<file path="src/rtl/pkt_axi_rd_master_pkg.sv">
// pkt_axi_rd_master_pkg: shared AXI/AXIS types, constants and burst sizing helper
package pkt_axi_rd_master_pkg;
  typedef logic [15:0] udp_length_t;
  typedef logic [31:0] axi_addr_t;
  typedef logic [7:0] axi_alen_t;
  typedef logic [3:0] axi_id_t;
  localparam logic [1:0] AXI_OKAY = 2'b00;
  localparam logic [1:0] AXI_SLVERR = 2'b10;
  localparam logic [1:0] AXI_BURST_FIXED = 2'b00;
  localparam logic [2:0] AXI_SIZE_4B = 3'd2;
  typedef enum logic [1:0] {RDM_IDLE_ST, RDM_AR_ST, RDM_RDATA_ST, RDM_DRAIN_ST} fsm_rdm_t;
  typedef struct packed {
    axi_id_t awid;
    axi_addr_t awaddr;
    axi_alen_t awlen;
    logic [2:0] awsize;
    logic [1:0] awburst;
    logic awvalid;
    logic [31:0] wdata;
    logic [3:0] wstrb;
    logic wlast;
    logic wvalid;
    logic bready;
    axi_id_t arid;
    axi_addr_t araddr;
    axi_alen_t arlen;
    logic [2:0] arsize;
    logic [1:0] arburst;
    logic arvalid;
    logic rready;
  } s_axi_mosi_t;
  typedef struct packed {
    logic arready;
    logic rvalid;
    logic [31:0] rdata;
    logic [1:0] rresp;
    logic rlast;
  } s_axi_miso_t;
  typedef struct packed {
    logic tvalid;
    logic [7:0] tdata;
    logic tlast;
  } s_axis_mosi_t;
  typedef struct packed {
    logic tready;
  } s_axis_miso_t;
  function automatic logic [8:0] burst_beats(input udp_length_t rem, input int unsigned max_burst);
    logic [16:0] words;
    words = (17'(rem) + 17'd3) >> 2;
    return words > 17'(max_burst) ? 9'(max_burst) : words[8:0];
  endfunction
endpackage

</file>
<file path="src/rtl/pkt_axi_rd_master_ser.sv">
// pkt_word_ser: holds one 32-bit word and emits its low nbytes bytes LSB-first as an AXIS byte stream
// ports: load/word/nbytes/last_word fill the buffer, flush empties it, tvalid/tdata/tlast/tready form the byte handshake,
//        drained flags acceptance of the final buffered byte
module pkt_word_ser (
  input logic clk,
  input logic rst,
  input logic load,
  input logic flush,
  input logic [31:0] word,
  input logic [2:0] nbytes,
  input logic last_word,
  input logic tready,
  output logic tvalid,
  output logic [7:0] tdata,
  output logic tlast,
  output logic drained
);
  logic [31:0] buf_word;
  logic [2:0] buf_n;
  logic buf_last;
  logic [1:0] idx;
  logic at_end;
  assign at_end = {1'b0, idx} == buf_n - 3'd1;
  assign tdata = buf_word[{idx, 3'b000} +: 8];
  assign tlast = tvalid && at_end && buf_last;
  assign drained = tvalid && tready && at_end;
  always_ff @(posedge clk or posedge rst)
    if (rst) begin
      tvalid <= 1'b0;
      buf_word <= '0;
      buf_n <= '0;
      buf_last <= 1'b0;
      idx <= '0;
    end else if (flush) begin
      tvalid <= 1'b0;
    end else if (load) begin
      tvalid <= 1'b1;
      buf_word <= word;
      buf_n <= nbytes;
      buf_last <= last_word;
      idx <= '0;
    end else if (tvalid && tready) begin
      idx <= idx + 2'd1;
      if (at_end) tvalid <= 1'b0;
    end
endmodule

</file>
<file path="src/rtl/pkt_axi_rd_master.sv">
// pkt_axi_rd_master: AXI4 read master fetching a packet via fixed-address 32-bit bursts onto an 8-bit AXIS stream
// ports: start_i/length_i/addr_i launch a packet, axi_mosi/axi_miso carry AR and R, axis_mosi/axis_miso carry bytes,
//        busy_o while active, done_o pulses on completion, error_o pulses when an aborted packet finishes
module pkt_axi_rd_master
  import pkt_axi_rd_master_pkg::*;
#(
  parameter int unsigned MAX_BURST = 16,
  parameter axi_id_t AXI_ID = '0
) (
  input logic clk_axi,
  input logic rst_axi,
  input logic start_i,
  input udp_length_t length_i,
  input axi_addr_t addr_i,
  output s_axi_mosi_t axi_mosi,
  input s_axi_miso_t axi_miso,
  output s_axis_mosi_t axis_mosi,
  input s_axis_miso_t axis_miso,
  output logic busy_o,
  output logic done_o,
  output logic error_o
);
  fsm_rdm_t state, state_nx;
  udp_length_t rem_bytes, rem_after;
  axi_addr_t addr;
  logic [8:0] beat_cnt, beats;
  logic [2:0] buf_bytes;
  logic last_beat, done_q, error_q;
  logic arvalid, rready, acc_ar, acc_r, ok, load, flush, err_end;
  logic tvalid, tlast, drained;
  logic [7:0] tdata;
  assign beats = burst_beats(rem_bytes, MAX_BURST);
  assign acc_ar = arvalid && axi_miso.arready;
  assign acc_r = rready && axi_miso.rvalid;
  assign ok = axi_miso.rresp == AXI_OKAY;
  assign buf_bytes = rem_bytes >= 16'd4 ? 3'd4 : rem_bytes[2:0];
  assign rem_after = rem_bytes - 16'(buf_bytes);
  assign load = state == RDM_RDATA_ST && acc_r && ok;
  assign flush = state == RDM_DRAIN_ST && acc_r && axi_miso.rlast;
  assign err_end = flush || (state == RDM_RDATA_ST && acc_r && !ok && axi_miso.rlast);
  pkt_word_ser u_ser (
    .clk(clk_axi),
    .rst(rst_axi),
    .load(load),
    .flush(flush),
    .word(axi_miso.rdata),
    .nbytes(buf_bytes),
    .last_word(rem_after == '0),
    .tready(axis_miso.tready),
    .tvalid(tvalid),
    .tdata(tdata),
    .tlast(tlast),
    .drained(drained)
  );
  always_ff @(posedge clk_axi or posedge rst_axi)
    if (rst_axi) state <= RDM_IDLE_ST;
    else state <= state_nx;
  always_comb begin
    state_nx = state;
    case (state)
      RDM_IDLE_ST: state_nx = start_i && length_i != '0 ? RDM_AR_ST : RDM_IDLE_ST;
      RDM_AR_ST: state_nx = acc_ar ? RDM_RDATA_ST : RDM_AR_ST;
      RDM_RDATA_ST:
        if (acc_r && !ok) state_nx = axi_miso.rlast ? RDM_IDLE_ST : RDM_DRAIN_ST;
        else if (last_beat && (!tvalid || drained)) state_nx = rem_bytes == '0 ? RDM_IDLE_ST : RDM_AR_ST;
      RDM_DRAIN_ST: state_nx = flush ? RDM_IDLE_ST : RDM_DRAIN_ST;
      default: state_nx = RDM_IDLE_ST;
    endcase
  end
  // rready depends only on registers; last_beat stops further beats until the burst's final word drains
  always_comb begin
    arvalid = state == RDM_AR_ST;
    rready = state == RDM_DRAIN_ST || (state == RDM_RDATA_ST && !tvalid && !last_beat);
    busy_o = state != RDM_IDLE_ST;
    done_o = done_q || (state == RDM_IDLE_ST && start_i && length_i == '0);
    error_o = error_q;
    axis_mosi = '{tvalid: tvalid, tdata: tdata, tlast: tlast};
    axi_mosi = '0;
    axi_mosi.arvalid = arvalid;
    axi_mosi.rready = rready;
    if (arvalid) begin
      axi_mosi.arid = AXI_ID;
      axi_mosi.araddr = addr;
      axi_mosi.arlen = axi_alen_t'(beats - 9'd1);
      axi_mosi.arsize = AXI_SIZE_4B;
      axi_mosi.arburst = AXI_BURST_FIXED;
    end
  end
  always_ff @(posedge clk_axi or posedge rst_axi)
    if (rst_axi) begin
      rem_bytes <= '0;
      addr <= '0;
      beat_cnt <= '0;
      last_beat <= 1'b0;
      done_q <= 1'b0;
      error_q <= 1'b0;
    end else begin
      done_q <= tvalid && axis_miso.tready && tlast;
      error_q <= err_end;
      if (state == RDM_IDLE_ST && start_i) begin
        rem_bytes <= length_i;
        addr <= addr_i;
      end
      if (acc_ar) begin
        beat_cnt <= beats;
        last_beat <= 1'b0;
      end
      if (load) begin
        rem_bytes <= rem_after;
        beat_cnt <= beat_cnt - 9'd1;
        if (beat_cnt == 9'd1 || axi_miso.rlast) last_beat <= 1'b1;
      end
    end
endmodule

</file>
<file path="config.mk">
export PLATFORM = sky130hd
export DESIGN_NAME = pkt_axi_rd_master
export DESIGN_NICKNAME = d
export VERILOG_FILES = /design/src/rtl/pkt_axi_rd_master_pkg.sv /design/src/rtl/pkt_axi_rd_master_ser.sv /design/src/rtl/pkt_axi_rd_master.sv
export SDC_FILE = /design/constraint.sdc
export NUM_CORES = 1
export LEC_CHECK = 0
export CORE_UTILIZATION = 41
export DETAILED_ROUTE_END_ITERATION = 7
export HOLD_SLACK_MARGIN = 0.05
export PLACE_DENSITY = 0.76
export SLEW_MARGIN = 15
export SYNTH_ARGS = -nofsm -noshare
export SYNTH_HDL_FRONTEND = slang
export SYNTH_HIERARCHICAL = 1
export SYNTH_SLANG_ARGS = --single-unit
export TNS_END_PERCENT = 20
</file>
<file path="constraint.sdc">
create_clock -name clk_axi -period 3.55 [get_ports clk_axi]
set_input_delay 0.71 -clock clk_axi [delete_from_list [all_inputs] [get_ports clk_axi]]
set_output_delay 0.71 -clock clk_axi [all_outputs]
set_load 0.01 [all_outputs]
</file>
==> results.yml <==
sta:
  clock.fmax_ghz: 0.290
  final_max_slew_viol_count: 0
  hold_ws_ns: 0.468
  grt_setup_unrepaired: "true"
  fin_crit_sh_pct: 97.2
  skew_ns: 0.00750
  slew_headroom_pct: 40.4
  finalHoldViolations: 0
  worst_pin_slew_ns: 0.893
  period_minus_slack_ns: 3.45
  setup_viol: 0
logic_synthesis:
  synthFlopType: "dfrtp_1"
  ys_seq_area_share_pct: 38.0
  synth_seq_cells: 101
  syn_area_per_cell_um2: 9.59
  yosysMostFrequentCell: "nand2_1"
  syn_inst: 693
  synth_top_area_share_pct: 38.0
  synth.cell_area_um2: 6650
  yosysWarnings: 6
  yosys.area.top_type: "dfrtp_1"
  ys_async_sr_fraction_pct: 100
  synthTopCellsByCount: "nand2_1, buf_4, dfrtp_1"
  ys_top_cells_by_area: "dfrtp_1, buf_4, nand2_1"
  synth_edf_count: 0
  synth_cell_types: 76
finish:
  layoutNonFillerInstCount: 1058
  drive_gt1_share_pct: 15.1
  fill_cells: 1444
  diodes: 0
  nNetsFinal: 932
  area_delta_synth_final_pct: 24.6
  post-route-cell-area_um2: 8280
drt:
  drtIter0Drc: 248
  wl_per_cell_um: 14.6
  ant_nets: 0
  remaining_drc_errors: 0
  routed_wl_um: 15500
  via_count: 5128
  first_pass_iters: 5
  vias_per_cell: 4.85
cts:
  ctsHtreeMaxLevel: 3
  cts_made_buffers: 9
  clock_sinks: 101
  clock_path_buffers: 2
  cts_tree: "yes"
  cts_hold_buf: 0
  clock-root-buffer: "clkbuf_16"
  clkTransAtPathRegs_ns: 0.07
  clk_latency_ns: 0.35
floorplan:
  ios: 242
  rows: 46
  coreArea_um2: 15800
  die_area_um2: 16700
  start_util_pct: 42.0
  die_h_um: 129
  chipWidth_um: 129
pwr:
  power.density_cell_area_nw_per_um2: 722
  power_uw: 5980
  irDropWorstVdd_v: 0.000378
  p_leak_uw: 0.00375
global_routing:
  use_met3_pct: 5.49
  grt.busiest_layer: "met2"
  antenna_found_initial: 1
  grt_util_met1_pct: 23.9
  grt_pass1_wl_um: 24300
  grt_util_met2_pct: 30.5
  grt_remaining_overflow: 0
  grt_max_degree: 45
  grt_pass1_vias: 4785
  globalRouteTotalUtil_pct: 18.8
setup_path:
  r2r_slack_ns: 0.17
  rr_worst_depth: 12
  r2r-end: "u_ser/buf_last"
  end_kind: "output port"
  arrival_ns: 2.74
  r2r-start: "rem_bytes[12]"
  crit_type: "flop to output port"
  critPathMaxFanout: 5
  crit_required_ns: 2.84
  start_kind: "flop"
placement:
  gp_congestion: 0.897
  dpl_cell_area_um2: 7930
  buffer_ports.inserted: 144
  place.detailed.hpwl_um: 11400
  dp.cells: 1040
hold_path:
  min_path_cells: 2
  holdPathEnd: "addr[7]"
  hold_class: "flop to flop"
  hp-start: "addr[7]"
flow_run:
  drv_cap: 0
outcome:
  status: "complete, no violations"
## timing repair
item                       in CTS  in global routing
pin swaps                       1                  0
setup buffers                   2                  1
setup endpoints to repair       6                  6
gates resized for setup         6                  9
## cell usage in the layout (no fill, tap or decap), drive strengths merged, types with 11 or more instances in the layout
master	synthesis	final
buf	122	34
nor4	14	14
and2	38	38
mux2	37	37
nand3	11	11
nor2	39	39
conb	2	98
inv	18	20
o21ai	21	21
clkdlybuf4s50	0	140
a21oi	17	17
nand2	122	122
dfrtp	101	101
## where the power goes
part	internal [µW]	switching, µW
Clock	565	437
Combinational	1470	1410
Sequential	1650	440
## worst max-delay path by stage
stage | start | to | slack (ns)
detailed placement | rem_bytes[8] | axi_mosi[11] | 0.15
finish | rem_bytes[2] | axi_mosi[11] | 0.1
floorplan | rem_bytes[8] | u_ser/buf_last | 0.40
CTS | rem_bytes[2] | axi_mosi[8] | -0.06
global route | rem_bytes[8] | axi_mosi[11] | -0.13
global placement | length_i[10] | done_o | 0.20
## registers in the layout (all words and copies together) (netlist names)
signal	cells
u_ser/buf_last	1
u_ser/buf_word	32
addr	32
u_ser/idx	2
u_ser/buf_n	3
u_ser/tvalid	1
done_q	1
error_o	1
state	2
rem_bytes	16
last_beat	1
beat_cnt	9
## layout make-up
type / count / area [µm²] / area share (%)
Clock inverter: 5 / 57.6 / 0.695
Inverter: 18 / 67.6 / 0.816
Sequential cell: 101 / 2530 / 30.6
Tap cell: 216 / 270 / 3.26
Multi-Input combinational cell: 530 / 3400 / 41.1
Clock buffer: 10 / 239 / 2.89
Timing Repair Buffer: 178 / 1710 / 20.7
## critical path: stages, from the launching register on
cell           delay, ns
dfrtp_1             0.42
o2111ai_4           0.22
nor4_4              0.31
mux2i_2             0.15
nor4_4              0.33
nand2_1             0.10
ha_1                0.22
nand2_1             0.08
inv_1               0.04
o41ai_1             0.08
mux2i_1             0.13
dlygate4sd2_1       0.31
## cell families after synthesis
family	Yosys count	share of synthesized area [%]
adders and majority gates	5	0.941
AOI/OAI and AO/OA	93	10.1
DFF	101	38.0
buffers and inverters	158	16.6
other	2	0.113
muxes	51	11.7
and+or+nand+nor	273	21.2
xor gates and xnor gates	10	1.32
## routing by layer
layer	part of all wire, %	vias up
met4	1.5	2
met2	48	199
li1	-	2469
met5	0.084	-
met3	8.3	22
met1	42	2436
## through the flow
stage	worst slack [ns]	utilization (%)	setup TNS [ns]
6_report	0.100	52.3	0
3_3_place_gp	0.205	50.1	0
3_5_place_dp	0.154	50.1	0
4_1_cts	-0.0623	52.1	-0.115
2_1_floorplan	0.405	-	0
5_1_grt	-0.130	52.3	-0.224
No activity file was read; power rests on OpenSTA's default activity.
==> patch: new RTL, same settings <==
Put a register stage on the output `error_o`, with the module's reset. The value now appears one clock later. The other outputs are not delayed to match.
--- a/src/rtl/pkt_axi_rd_master.sv
+++ b/src/rtl/pkt_axi_rd_master.sv
@@ -21,4 +21,6 @@
   output logic error_o
 );
+
+  logic error_d;
   fsm_rdm_t state, state_nx;
   udp_length_t rem_bytes, rem_after;
@@ -74,5 +76,5 @@
     busy_o = state != RDM_IDLE_ST;
     done_o = done_q || (state == RDM_IDLE_ST && start_i && length_i == '0);
-    error_o = error_q;
+    error_d = error_q;
     axis_mosi = '{tvalid: tvalid, tdata: tdata, tlast: tlast};
     axi_mosi = '0;
@@ -112,4 +114,12 @@
       end
     end
+  always_ff @(posedge clk_axi or posedge rst_axi) begin
+    if (rst_axi) begin
+      error_o <= '0;
+    end else begin
+      error_o <= error_d;
+    end
+  end
+
 endmodule
 
Formal check against the unedited RTL: not equivalent (Yosys sat finds a counterexample within 4 cycles, from zero or initial values and one cycle with rst_axi high).
==> patch against the original RTL <==
Clock skew rose by 0.00084 ns; first-iteration DRC count down 0.81%; worst setup slack improved by 0.019 ns; sequential cell count rose by 1; routed wire length rose by 2.4%; synthesized cell count is 0.14% higher; worst hold slack lost 0.11 ns; design area increased by 1.1%; total power up 2.3%; area after synthesis increased by 0.38%; critical endpoint unchanged; largest cell class unchanged.
==> patch: results (changes against the original RTL) <==
Outcome
  – Status: finished clean (unchanged)

Worst setup path
  – Max stage delay on crit path: 0.45 ns (was 0.42 ns)
  – R2R Path Start: rem_bytes[7] (was rem_bytes[12])
  – Worst-path maximum fanout: 4 (was 5)
  – Reg2reg setup slack: 0.20 ns (was 0.17 ns)
  – Crit path max-delay cell type: dfrtp_2 (was dfrtp_1)
  – Register-to-Register Path Depth: 13 (was 12)
  – Crit path DAT: 2.72 ns (was 2.74 ns)
  – Crit. Startpoint: rem_bytes[3] (was rem_bytes[2])

Synthesis
  – Commonest cells post-synth: nand2_1, buf_4, dfrtp_1 (unchanged)
  – Yosys warns: 6 (unchanged)
  – Unique masters post-synth: 76 (unchanged)
  – Post-synthesis sequential area ratio: 0.383 (was 0.380)
  – Synth top area cells: dfrtp_1, buf_4, nand2_1, mux2_4, and2_1 (unchanged)
  – Ys async rst share: 1.00 (unchanged)

Global route
  – GRT Overall Usage: 0.191 (was 0.188)
  – GR Layer Usage met3: 0.0636 (was 0.0549)
  – Met1 GRT Util: 0.244 (was 0.239)
  – Global-route wire length before repair: 24,800 um (was 24,300 um)
  – Largest net degree at the start of global routing: 45 (unchanged)
  – GR met2 Demand/Resource: 0.307 (was 0.305)
  – Vias in the first global route: 4,928 (was 4,785)

STA
  – Hold WS: 0.358 ns (was 0.468 ns)
  – Clock Skews: 0.00834 ns (was 0.00750 ns)
  – Worst slew margin: 0.551 (was 0.404)

Pwr
  – Worst VDD drop: 435 uV (was 378 uV)
  – Cell-internal power: 0.00375 W (was 0.00369 W)
  – Part of the power in combinational logic: 0.487 (was 0.483)
  – Static Leak: 3.77 nW (was 3.75 nW)

Placement
  – Placed wire-length estimate: 11,400 um (about the same)
  – Routability cong.: 0.849 (was 0.897)
  – Placed cell area: 0.00794 mm2 (was 0.00793 mm2)
  – Pre-CTS setup slack: 0.113 ns (was 0.154 ns)

Detailed routing
  – Pre-antenna DRT Iters: 4 (was 5)
  – DR vias: 5,189 (was 5,128)
  – DR iter-0 viols: 246 (was 248)
  – Post-Route WL: 15,800 um (was 15,500 um)

Hold path
  – Hold Path Depth: 0 (was 2)
  – HP Class: reg -> reg (unchanged)
  – Hold_sp: error_d (was addr[7])
  – Hold Path Sink: error_o (was addr[7])

Layout
  – Layout cells sized above 1: 0.171 (was 0.151)
  – Layout Nets: 938 (was 932)

Clock network
  – Clock Latency Late Sink: 0.36 ns
## patch: kinds of logic after synthesis
logic type	after synthesis	share of synthesized area
compound gates	93	0.101
xor+xnor	10	0.0131
fa+ha+maj	5	0.00938
buf+inv	158	0.165
flops	102	0.383
mux	51	0.116
other cells	2	0.00113
simple gates	273	0.211
## patch: cell type report
| type | instances | area [um2] |
|---|---|---|
| fillers | 1473 | 7520 |
| multi-input cells | 530 | 3430 |
| flip-flops and latches | 102 | 2570 |
| repair buffers | 183 | 1740 |
| well taps | 216 | 270 |
| clock buffers | 9 | 225 |
| clock inverters | 7 | 73.8 |
| inverters | 18 | 67.6 |
## patch: per-stage QoR
stage	util	instances	power, W
3_5_place_dp	0.500	1038	0.00496
6_report	0.527	1065	0.00612
2_1_floorplan	-	790	0.00402
4_1_cts	0.520	1057	0.00602
3_3_place_gp	0.500	1038	0.00490
5_1_grt	0.527	1065	0.00657
## patch: layer usage
layer | vias up | part of all wire
met2 | 213 | 0.47
met3 | 21 | 0.089
met1 | 2465 | 0.42
met5 | - | 0.00069
li1 | 2488 | -
met4 | 2 | 0.016
## patch: timing repair
action | CTS | global route
resized for setup | 10 | 27
hold buffers | 0 | 0
pin swaps | 1 | 6
buffers inserted | 3 | 8
endpoints found under the setup margin | 6 | 6
## patch: worst max-delay path by stage
stage	to	slack [ns]	cells after the start
after floorplan	u_ser/buf_last	0.40	13
after global placement	axi_mosi[9]	0.22	9
after detailed placement	axi_mosi[11]	0.11	11
after CTS	axi_mosi[11]	0.08	11
after global routing	axi_mosi[11]	-0.03	11
final	axi_mosi[11]	0.12	9
